**src/rtl/store_narrow.sv**
```systemverilog
// store_narrow: writes byte/half/word stores into a 32-bit memory that has
// no byte enables. Sub-word stores read the word, merge the addressed lane
// and write it back. The FSM runs IDLE -> (READ -> MERGE ->) WRITE -> FIN.
// Optional feature macro: STORE_NARROW_OVF_CHECK_EN. When it is defined, ovf
// reports narrow stores whose data does not survive a sign-extension round
// trip. When it is undefined, ovf is tied to 0 and no check logic exists.
`timescale 1ns/1ps

module store_narrow #(
    parameter int ADDR_W = 32
) (
    input  logic              clk,
    input  logic              rst,
    input  logic              req_valid,
    output logic              req_ready,
    input  logic [ADDR_W-1:0] req_addr,
    input  logic [31:0]       req_data,
    input  logic [1:0]        req_size,
    output logic              done,
    output logic              err,
    output logic              ovf,
    output logic [ADDR_W-1:0] mem_addr,
    output logic              mem_re,
    input  logic [31:0]       mem_rdata,
    output logic              mem_we,
    output logic [31:0]       mem_wdata
);

    typedef enum logic [2:0] {
        S_IDLE  = 3'd0,
        S_READ  = 3'd1,
        S_MERGE = 3'd2,
        S_WRITE = 3'd3,
        S_FIN   = 3'd4
    } state_t;

    state_t state, state_next;

    // Request fields kept for the read-modify-write. Only the lane select,
    // the size and the low 16 data bits are needed once the request is
    // accepted. Word data goes straight to mem_wdata on accept.
    logic [1:0]  lane_hold;
    logic        half_hold;
    logic [15:0] data_hold;

    logic accept;
    logic req_err;
    logic req_word;

    logic              mem_re_next;
    logic              mem_we_next;
    logic [ADDR_W-1:0] mem_addr_next;
    logic [31:0]       mem_wdata_next;
    logic              done_next;
    logic              err_next;
    logic              ovf_next;

    // Replace the addressed lane(s) of the memory word with the narrow value.
    function automatic logic [31:0] merge_lane(input logic [31:0] word,
                                               input logic [15:0] val,
                                               input logic [1:0]  lane,
                                               input logic        is_half);
        logic [31:0] r;
        r = word;
        if (is_half) begin
            if (lane[1]) r[31:16] = val;
            else         r[15:0]  = val;
        end else begin
            case (lane)
                2'd0:    r[7:0]   = val[7:0];
                2'd1:    r[15:8]  = val[7:0];
                2'd2:    r[23:16] = val[7:0];
                default: r[31:24] = val[7:0];
            endcase
        end
        return r;
    endfunction

`ifdef STORE_NARROW_OVF_CHECK_EN
    logic ovf_hold;

    // True when sign-extending the narrow value would not give back the data.
    function automatic logic narrow_ovf(input logic [31:0] data,
                                        input logic [1:0]  size);
        logic signed [31:0] sx;
        logic               r;
        r = 1'b0;
        case (size)
            2'b00: begin
                sx = 32'(signed'(data[7:0]));
                r  = (sx != signed'(data));
            end
            2'b01: begin
                sx = 32'(signed'(data[15:0]));
                r  = (sx != signed'(data));
            end
            default: r = 1'b0;
        endcase
        return r;
    endfunction
`endif

    assign req_ready = (state == S_IDLE);
    assign accept    = req_valid && req_ready;
    assign req_word  = (req_size == 2'b10);
    assign req_err   = (req_size == 2'b11) ||
                       ((req_size == 2'b01) && req_addr[0]) ||
                       ((req_size == 2'b10) && (req_addr[1:0] != 2'b00));

    // State register.
    always_ff @(posedge clk or posedge rst) begin
        if (rst) state <= S_IDLE;
        else     state <= state_next;
    end

    // Next-state decode.
    always_comb begin
        state_next = state;
        case (state)
            S_IDLE: begin
                if (accept) begin
                    if (req_err)       state_next = S_FIN;
                    else if (req_word) state_next = S_WRITE;
                    else               state_next = S_READ;
                end
            end
            S_READ:  state_next = S_MERGE;
            S_MERGE: state_next = S_WRITE;
            S_WRITE: state_next = S_FIN;
            S_FIN:   state_next = S_IDLE;
            default: state_next = S_IDLE;
        endcase
    end

    // Output decode: values the registered outputs take at the next edge.
    always_comb begin
        mem_re_next    = 1'b0;
        mem_we_next    = 1'b0;
        mem_addr_next  = mem_addr;
        mem_wdata_next = mem_wdata;
        done_next      = 1'b0;
        err_next       = 1'b0;
        ovf_next       = 1'b0;
        case (state)
            S_IDLE: begin
                if (accept) begin
                    if (req_err) begin
                        done_next = 1'b1;
                        err_next  = 1'b1;
                    end else begin
                        mem_addr_next = {req_addr[ADDR_W-1:2], 2'b00};
                        if (req_word) begin
                            mem_we_next    = 1'b1;
                            mem_wdata_next = req_data;
                        end else begin
                            mem_re_next = 1'b1;
                        end
                    end
                end
            end
            S_MERGE: begin
                mem_wdata_next = merge_lane(mem_rdata, data_hold, lane_hold, half_hold);
                mem_we_next    = 1'b1;
            end
            S_WRITE: begin
                done_next = 1'b1;
`ifdef STORE_NARROW_OVF_CHECK_EN
                ovf_next  = ovf_hold;
`endif
            end
            default: ;
        endcase
    end

    // Registered outputs; reset drops the strobes asynchronously.
    always_ff @(posedge clk or posedge rst) begin
        if (rst) begin
            mem_re    <= 1'b0;
            mem_we    <= 1'b0;
            mem_addr  <= '0;
            mem_wdata <= '0;
            done      <= 1'b0;
            err       <= 1'b0;
            ovf       <= 1'b0;
        end else begin
            mem_re    <= mem_re_next;
            mem_we    <= mem_we_next;
            mem_addr  <= mem_addr_next;
            mem_wdata <= mem_wdata_next;
            done      <= done_next;
            err       <= err_next;
            ovf       <= ovf_next;
        end
    end

    // Latch the request fields on accept; they carry no reset.
    always_ff @(posedge clk) begin
        if (accept) begin
            lane_hold <= req_addr[1:0];
            half_hold <= (req_size == 2'b01);
            data_hold <= req_data[15:0];
`ifdef STORE_NARROW_OVF_CHECK_EN
            ovf_hold  <= narrow_ovf(req_data, req_size);
`endif
        end
    end

endmodule

```
**config.mk**
```make
export PLATFORM = sky130hd
export DESIGN_NAME = store_narrow
export DESIGN_NICKNAME = d
export VERILOG_FILES = /design/src/rtl/store_narrow.sv
export SDC_FILE = /design/constraint.sdc
export NUM_CORES = 1
export LEC_CHECK = 0
export CAP_MARGIN = 20
export CORE_MARGIN = 2
export CORE_UTILIZATION = 39
export CTS_CLUSTER_SIZE = 12
export DETAILED_ROUTE_END_ITERATION = 10
export PLACE_DENSITY_LB_ADDON = 0.1
export SYNTH_ARGS = -nofsm -noshare
export SYNTH_HDL_FRONTEND = slang
export SYNTH_SLANG_ARGS = --single-unit
```
**constraint.sdc**
```tcl
create_clock -name clk -period 2.4 [get_ports clk]
set_clock_uncertainty 0.05 [all_clocks]
set_input_delay 0.72 -clock clk [delete_from_list [all_inputs] [get_ports clk]]
set_output_delay 0.72 -clock clk [all_outputs]
set_load 0.02 [all_outputs]
```
==> results.cfg, run 1 <==
[final_layout]
layout-drive-gt1-share_pct = 14.7
fill_cells = 852
fin_util_pct = 59.9
multi_input_area_um2 = 1570
syn_to_final_growth_pct = 51.4
final_cells = 619
n_antenna_cell = 0
seq_area_um2 = 2300
nets = 579

[cts]
cts_tree = yes
cts_sinks = 88
clock_path_buffers = 2
cts_setup_buffers = 0
htreeDepth = 3
clkTransAtPathRegs_ns = 0.10
root_buffer = clkbuf_8
cts_hold_buf = 0
cts_made_buffers = 9
clk-insertion-delay-late_ns = 0.35

[yosys]
synth_area_leaders = dfrtp_1 (43%), edfxtp_1 (14%), mux2_2 (8.7%)
synth_top_family_by_area = multiplexers
syn_area_um2 = 4010
synth_warnings = 0
avgSynthCellArea_um2 = 13.0
ys_seq_area_share_pct = 57.2
synth_edf_count = 19
synth_xor_area_share_pct = 0
synthFlopType = dfrtp_1
synthCells = 308
synth_compound_area_share_pct = 15.1
yosys.area.top_type_share_pct = 43.0
ys_types = 34
postSynthRegisterBits = 88
postSynth.asyncResetShare_pct = 78.4
synthAdderAreaFrac_pct = 0
synth_mux_area_share_pct = 18.6
synthSimpleGateAreaFrac_pct = 4.99
synth_top_area_cell = dfrtp_1

[timing]
timing.final.crit_share_pct = 93.2
timing.setup.tns_ns = 0
finalCriticalPeriod_ns = 2.24
setup_viol = 0
timing.fmax_mhz = 447
setup_ws_ns = 0.163
rsz0062_at_grt = false
drv_slew = 0
tightest_slew_ns = 0.612
slew_headroom_pct = 59.2
hold_violations = 0

[route]
top_layer = met4
wl_met3_um = 889
drc = 0
wl_per_cell_um = 17.8
met1_length_mm = 4.84
antenna_left = 0
drt_iter0_drc = 141
via_per_inst = 5.07
vias = 3139
totalWireLength_mm = 11.0
wl_met2_mm = 5.12
first_pass_iters = 6

[job]
max_cap_viol_count = 0

[critical_path]
reg2reg_to = mem_wdata[20]
start_kind = flop
reg2reg_depth = 4
worstPathMaxFanout = 6
crit_type = reg -> out
reg2reg_slack_ns = 0.52
setup.worst_path.end_class = output port
r2r_start = lane_hold[0]
worstPathArrival_ns = 1.47
required_ns = 1.63

[floorplan]
start_util_pct = 39.6
die_w_um = 105
num_rows = 37
fp.dieH_um = 105
dieArea_um2 = 11100
num_io_pins = 171
core_area_um2 = 10100

[min_path]
hp-class = reg -> reg
whs_endpoint = mem_addr[26]
hp-start = mem_addr[26]
min_path_cells = 1

[grt]
grt_max_degree = 37
grt_usage_pct = 20.4
antenna_found_initial = 0
overflow = 0
grt_pass1_vias = 3357
grt_pass1_wl_mm = 17.6

[placement]
pre_cts_ws_ns = -0.0862
dp.cells = 603
hpwl_mm = 8.15
portBuffers = 167
gp_congestion = 0.771

[power_and_ir_drop]
p_leak_nw = 2.52
ir_drop_v = 0.000616
p_per_area_nw_per_um2 = 1190

[run_status]
status = finished clean
[worst max path at each step]
stage	start	endpoint	slack, ns
after floorplan	state[2]	mem_addr[24]	0.55
after detailed placement	req_size[0]	mem_wdata[15]	-0.09
after global placement	req_size[0]	mem_wdata[2]	-0.02
final	state[2]	req_ready	0.16
after global routing	state[2]	req_ready	0.07
after CTS	state[2]	req_ready	0.13
[routing by layer]
layer  vias up  track usage, %
met4         0            5.33
li1       1499               -
met3        12            6.80
met5         -               0
met1      1515            27.3
met2       113            31.8
[cell usage in the layout (no fill, tap or decap), types with 2 or more instances in the layout]
| cell type | n |
|---|---|
| buf_4 | 12 |
| conb_1 | 3 |
| dfrtp_1 | 69 |
| edfxtp_1 | 19 |
| a221o_1 | 8 |
| o21ai_1 | 3 |
| inv_6 | 2 |
| o22ai_1 | 2 |
| nor2_1 | 3 |
| and3_1 | 8 |
| mux2_1 | 7 |
| clkbuf_8 | 9 |
| a211oi_1 | 18 |
| inv_4 | 2 |
| inv_8 | 2 |
| mux2_2 | 31 |
| mux2i_1 | 32 |
| buf_12 | 3 |
| nand2b_1 | 2 |
| o21ai_0 | 29 |
| a22oi_1 | 24 |
| nand2_1 | 12 |
| clkdlybuf4s50_1 | 166 |
[kinds of logic (layout without fill, tap and decap cells)]
kind of cell / after synthesis / count (layout)
multiplexers: 70 / 70
AO/OA/AOI/OAI: 88 / 88
other: 1 / 3
AND/OR/NAND/NOR: 33 / 33
buffers and inverters: 28 / 201
flip-flops: 88 / 88
[worst max-delay path, stage by stage, from the launching register on]
cell,delay (ns)
dfrtp_1,0.47
nor3_4,0.28
dlygate4sd2_1,0.37
[sequential cells by signal, summed over array words and instances, names as in the netlist]
signal	flops
data_hold	16
done	1
err	1
half_hold	1
lane_hold	2
mem_addr	30
mem_re	1
mem_wdata	32
mem_we	1
state	3
[metrics by stage]
step / power [mW] / cell area, um2 / hold slack (ns)
after floorplan: 4.51 / 4020 / 0.487
after global placement: 6.17 / 5870 / 0.426
after detailed placement: 6.25 / 5870 / 0.434
after CTS: 7.34 / 6070 / 0.459
after global routing: 7.71 / 6070 / 0.477
final: 7.25 / 6070 / 0.455
[final cells by class]
type / instances / share of cell area, %
flip-flops and latches: 88 / 37.8
repair buffers: 182 / 30.0
multi-input cells: 194 / 25.8
well taps: 136 / 2.80
clock buffers: 10 / 2.45
clock inverters: 6 / 0.906
inverters: 3 / 0.288
[what timing repair did]
item,CTS,global route
endpoints found under the setup margin,1,0
resized for setup,1,0
endpoints found under the hold margin,0,0
[cell usage after synthesis, types with 2 or more instances]
cell / count
mux2_1: 7
o21ai_0: 29
buf_4: 6
buf_6: 2
mux2i_1: 32
mux2_2: 31
and3_1: 8
inv_1: 2
o21ai_1: 3
buf_2: 10
a211oi_1: 18
nand2_1: 12
nand2b_1: 2
clkbuf_1: 7
a22oi_1: 24
dfrtp_1: 69
a221o_1: 8
nor2_1: 3
o22ai_1: 2
edfxtp_1: 19
[report_power, final]
group | leakage (nW) | switching [mW] | internal, mW | total (mW)
clock | 0.107 | 0.595 | 0.465 | 1.06
combinational | 1.39 | 1.78 | 1.80 | 3.58
sequential | 1.02 | 0.413 | 2.20 | 2.61
Power figures use the tool's default switching activity.
==> run 2: changes to the inputs <==
--- a/config.mk
+++ b/config.mk
@@ -10,7 +10,9 @@
 export CORE_UTILIZATION = 39
 export CTS_CLUSTER_SIZE = 12
 export DETAILED_ROUTE_END_ITERATION = 10
-export PLACE_DENSITY_LB_ADDON = 0.1
+export PLACE_DENSITY_LB_ADDON = 0.25
+export SETUP_SLACK_MARGIN = 0.05
+export SKIP_CTS_REPAIR_TIMING = 1
 export SYNTH_ARGS = -nofsm -noshare
 export SYNTH_HDL_FRONTEND = slang
 export SYNTH_SLANG_ARGS = --single-unit
==> run 2 against run 1 <==
Worst setup slack better by 0.098 ns. Utilization grew 0.58 points. Die area did not move. Maximum frequency grew 4.6%. Flip-flop and latch count did not move. Power increased by 1.6%. Via count rose by 1.8%.
==> results.cfg, run 2 (synthesis gave the netlist of run 1 again) <==
[critical_path]
path_cells = clkdlybuf4s50_1
path_delay_family = buffers and inverters
crit_type = reg -> out
required_ns = 1.63
worstPathMaxFanout = 2
start_kind = flop
reg2reg_slack_ns = 0.47
crit_path_top_delay_cell = clkdlybuf4s50_1
setup.worst_path.end_class = output port
worstPathArrival_ns = 1.37
cp_slowest_stage_delay_ns = 0.64
crit_buf_inv = 1

[route]
drc = 0
drt_iter0_drc = 96
wl_per_cell_um = 17.9
totalWireLength_mm = 11.1
antenna_left = 0
vias = 3195
via_per_inst = 5.14
first_pass_iters = 4

[grt]
overflow = 0
grt_pass1_vias = 3476
grt_max_degree = 48
grt_usage_pct = 20.2
top_usage_layer = met2
gr-usage-met1_pct = 24.7
grt_use_met2_pct = 32.9
use_met3_pct = 8.78
antenna_found_initial = 0
grt_pass1_wl_mm = 17.7

[floorplan]
num_io_pins = 171
core_area_um2 = 10100
start_util_pct = 39.6
die_w_um = 105
dieArea_um2 = 11100
num_rows = 37
fp.dieH_um = 105

[final_layout]
fin_util_pct = 60.5
layout_common_cells = clkdlybuf4s50_1 (166), dfrtp_1 (69), mux2i_1 (32)
largest_reg_flops = 32
layout-drive-gt1-share_pct = 15.1
seq_area_um2 = 2300
fill_cells = 824
largestRegisters = mem_wdata (32), mem_addr (30), data_hold (16)
syn_to_final_growth_pct = 52.9
final_common_cell = clkdlybuf4s50_1
nets = 581
n_antenna_cell = 0
multi_input_area_um2 = 1570
top_register = mem_wdata

[cts]
cts_made_buffers = 9
htreeDepth = 3
clock_path_buffers = 2
clk-insertion-delay-late_ns = 0.36
cts_sinks = 88
root_buffer = clkbuf_8
cts_tree = yes
clkTransAtPathRegs_ns = 0.10

[timing]
drv_slew = 0
timing.fmax_mhz = 467
setup_viol = 0
setup_ws_ns = 0.261
rsz0062_at_grt = false
finalCriticalPeriod_ns = 2.14
slew_headroom_pct = 50.6
hold_violations = 0
timing.final.crit_share_pct = 89.1
tightest_slew_ns = 0.739

[min_path]
hp-class = reg -> reg

[run_status]
status = finished clean

[power_and_ir_drop]
finalPower_mw = 7.37
ir_drop_v = 0.000633
p_leak_nw = 2.55
p_per_area_nw_per_um2 = 1200

[placement]
pre_cts_ws_ns = -0.146
hpwl_mm = 8.15
gp_congestion = 0.766
portBuffers = 167

[job]
max_cap_viol_count = 0
==> run 2: final timing paths <==
kind | cells after the start | start | end
setup / recovery | 1 | mem_wdata[8] | mem_wdata[8]
min in group asynchronous | 3 | rst | mem_we
max in group asynchronous | 3 | rst | mem_addr[19]
setup reg to reg | 5 | lane_hold[1] | mem_wdata[24]
hold / removal | 1 | mem_addr[11] | mem_addr[11]
hold reg to reg | 1 | mem_addr[11] | mem_addr[11]
==> run 2: metal layers <==
layer | vias up | part of all wire (%)
li1 | 1501 | -
met1 | 1550 | 42
met2 | 135 | 47
met3 | 9 | 9.8
met4 | 0 | 1.1
met5 | - | 0
==> run 2: stage by stage <==
step	instance area [um2]	hold WS, ns	instances	TNS [ns]
after floorplan	4020	0.487	310	0
after global placement	5920	0.425	605	-1.28
after detailed placement	5920	0.435	605	-2.46
after CTS	6130	0.459	621	-0.143
after global routing	6130	0.477	621	0
final	6130	0.453	621	0
==> run 2: power by group <==
group / switching (mW) / leakage [nW] / internal (mW) / total (mW)
registers: 0.420 / 1.02 / 2.20 / 2.62
logic: 1.79 / 1.43 / 1.86 / 3.66
clock network: 0.587 / 0.107 / 0.504 / 1.09
==> run 2: final cells by class <==
class	instances	area share, %
Sequential cell	88	37.5
Timing Repair Buffer	184	30.6
Tap cell	136	2.77
Inverter	3	0.286
Multi-Input combinational cell	194	25.5
Clock buffer	9	2.02
Clock inverter	7	1.35
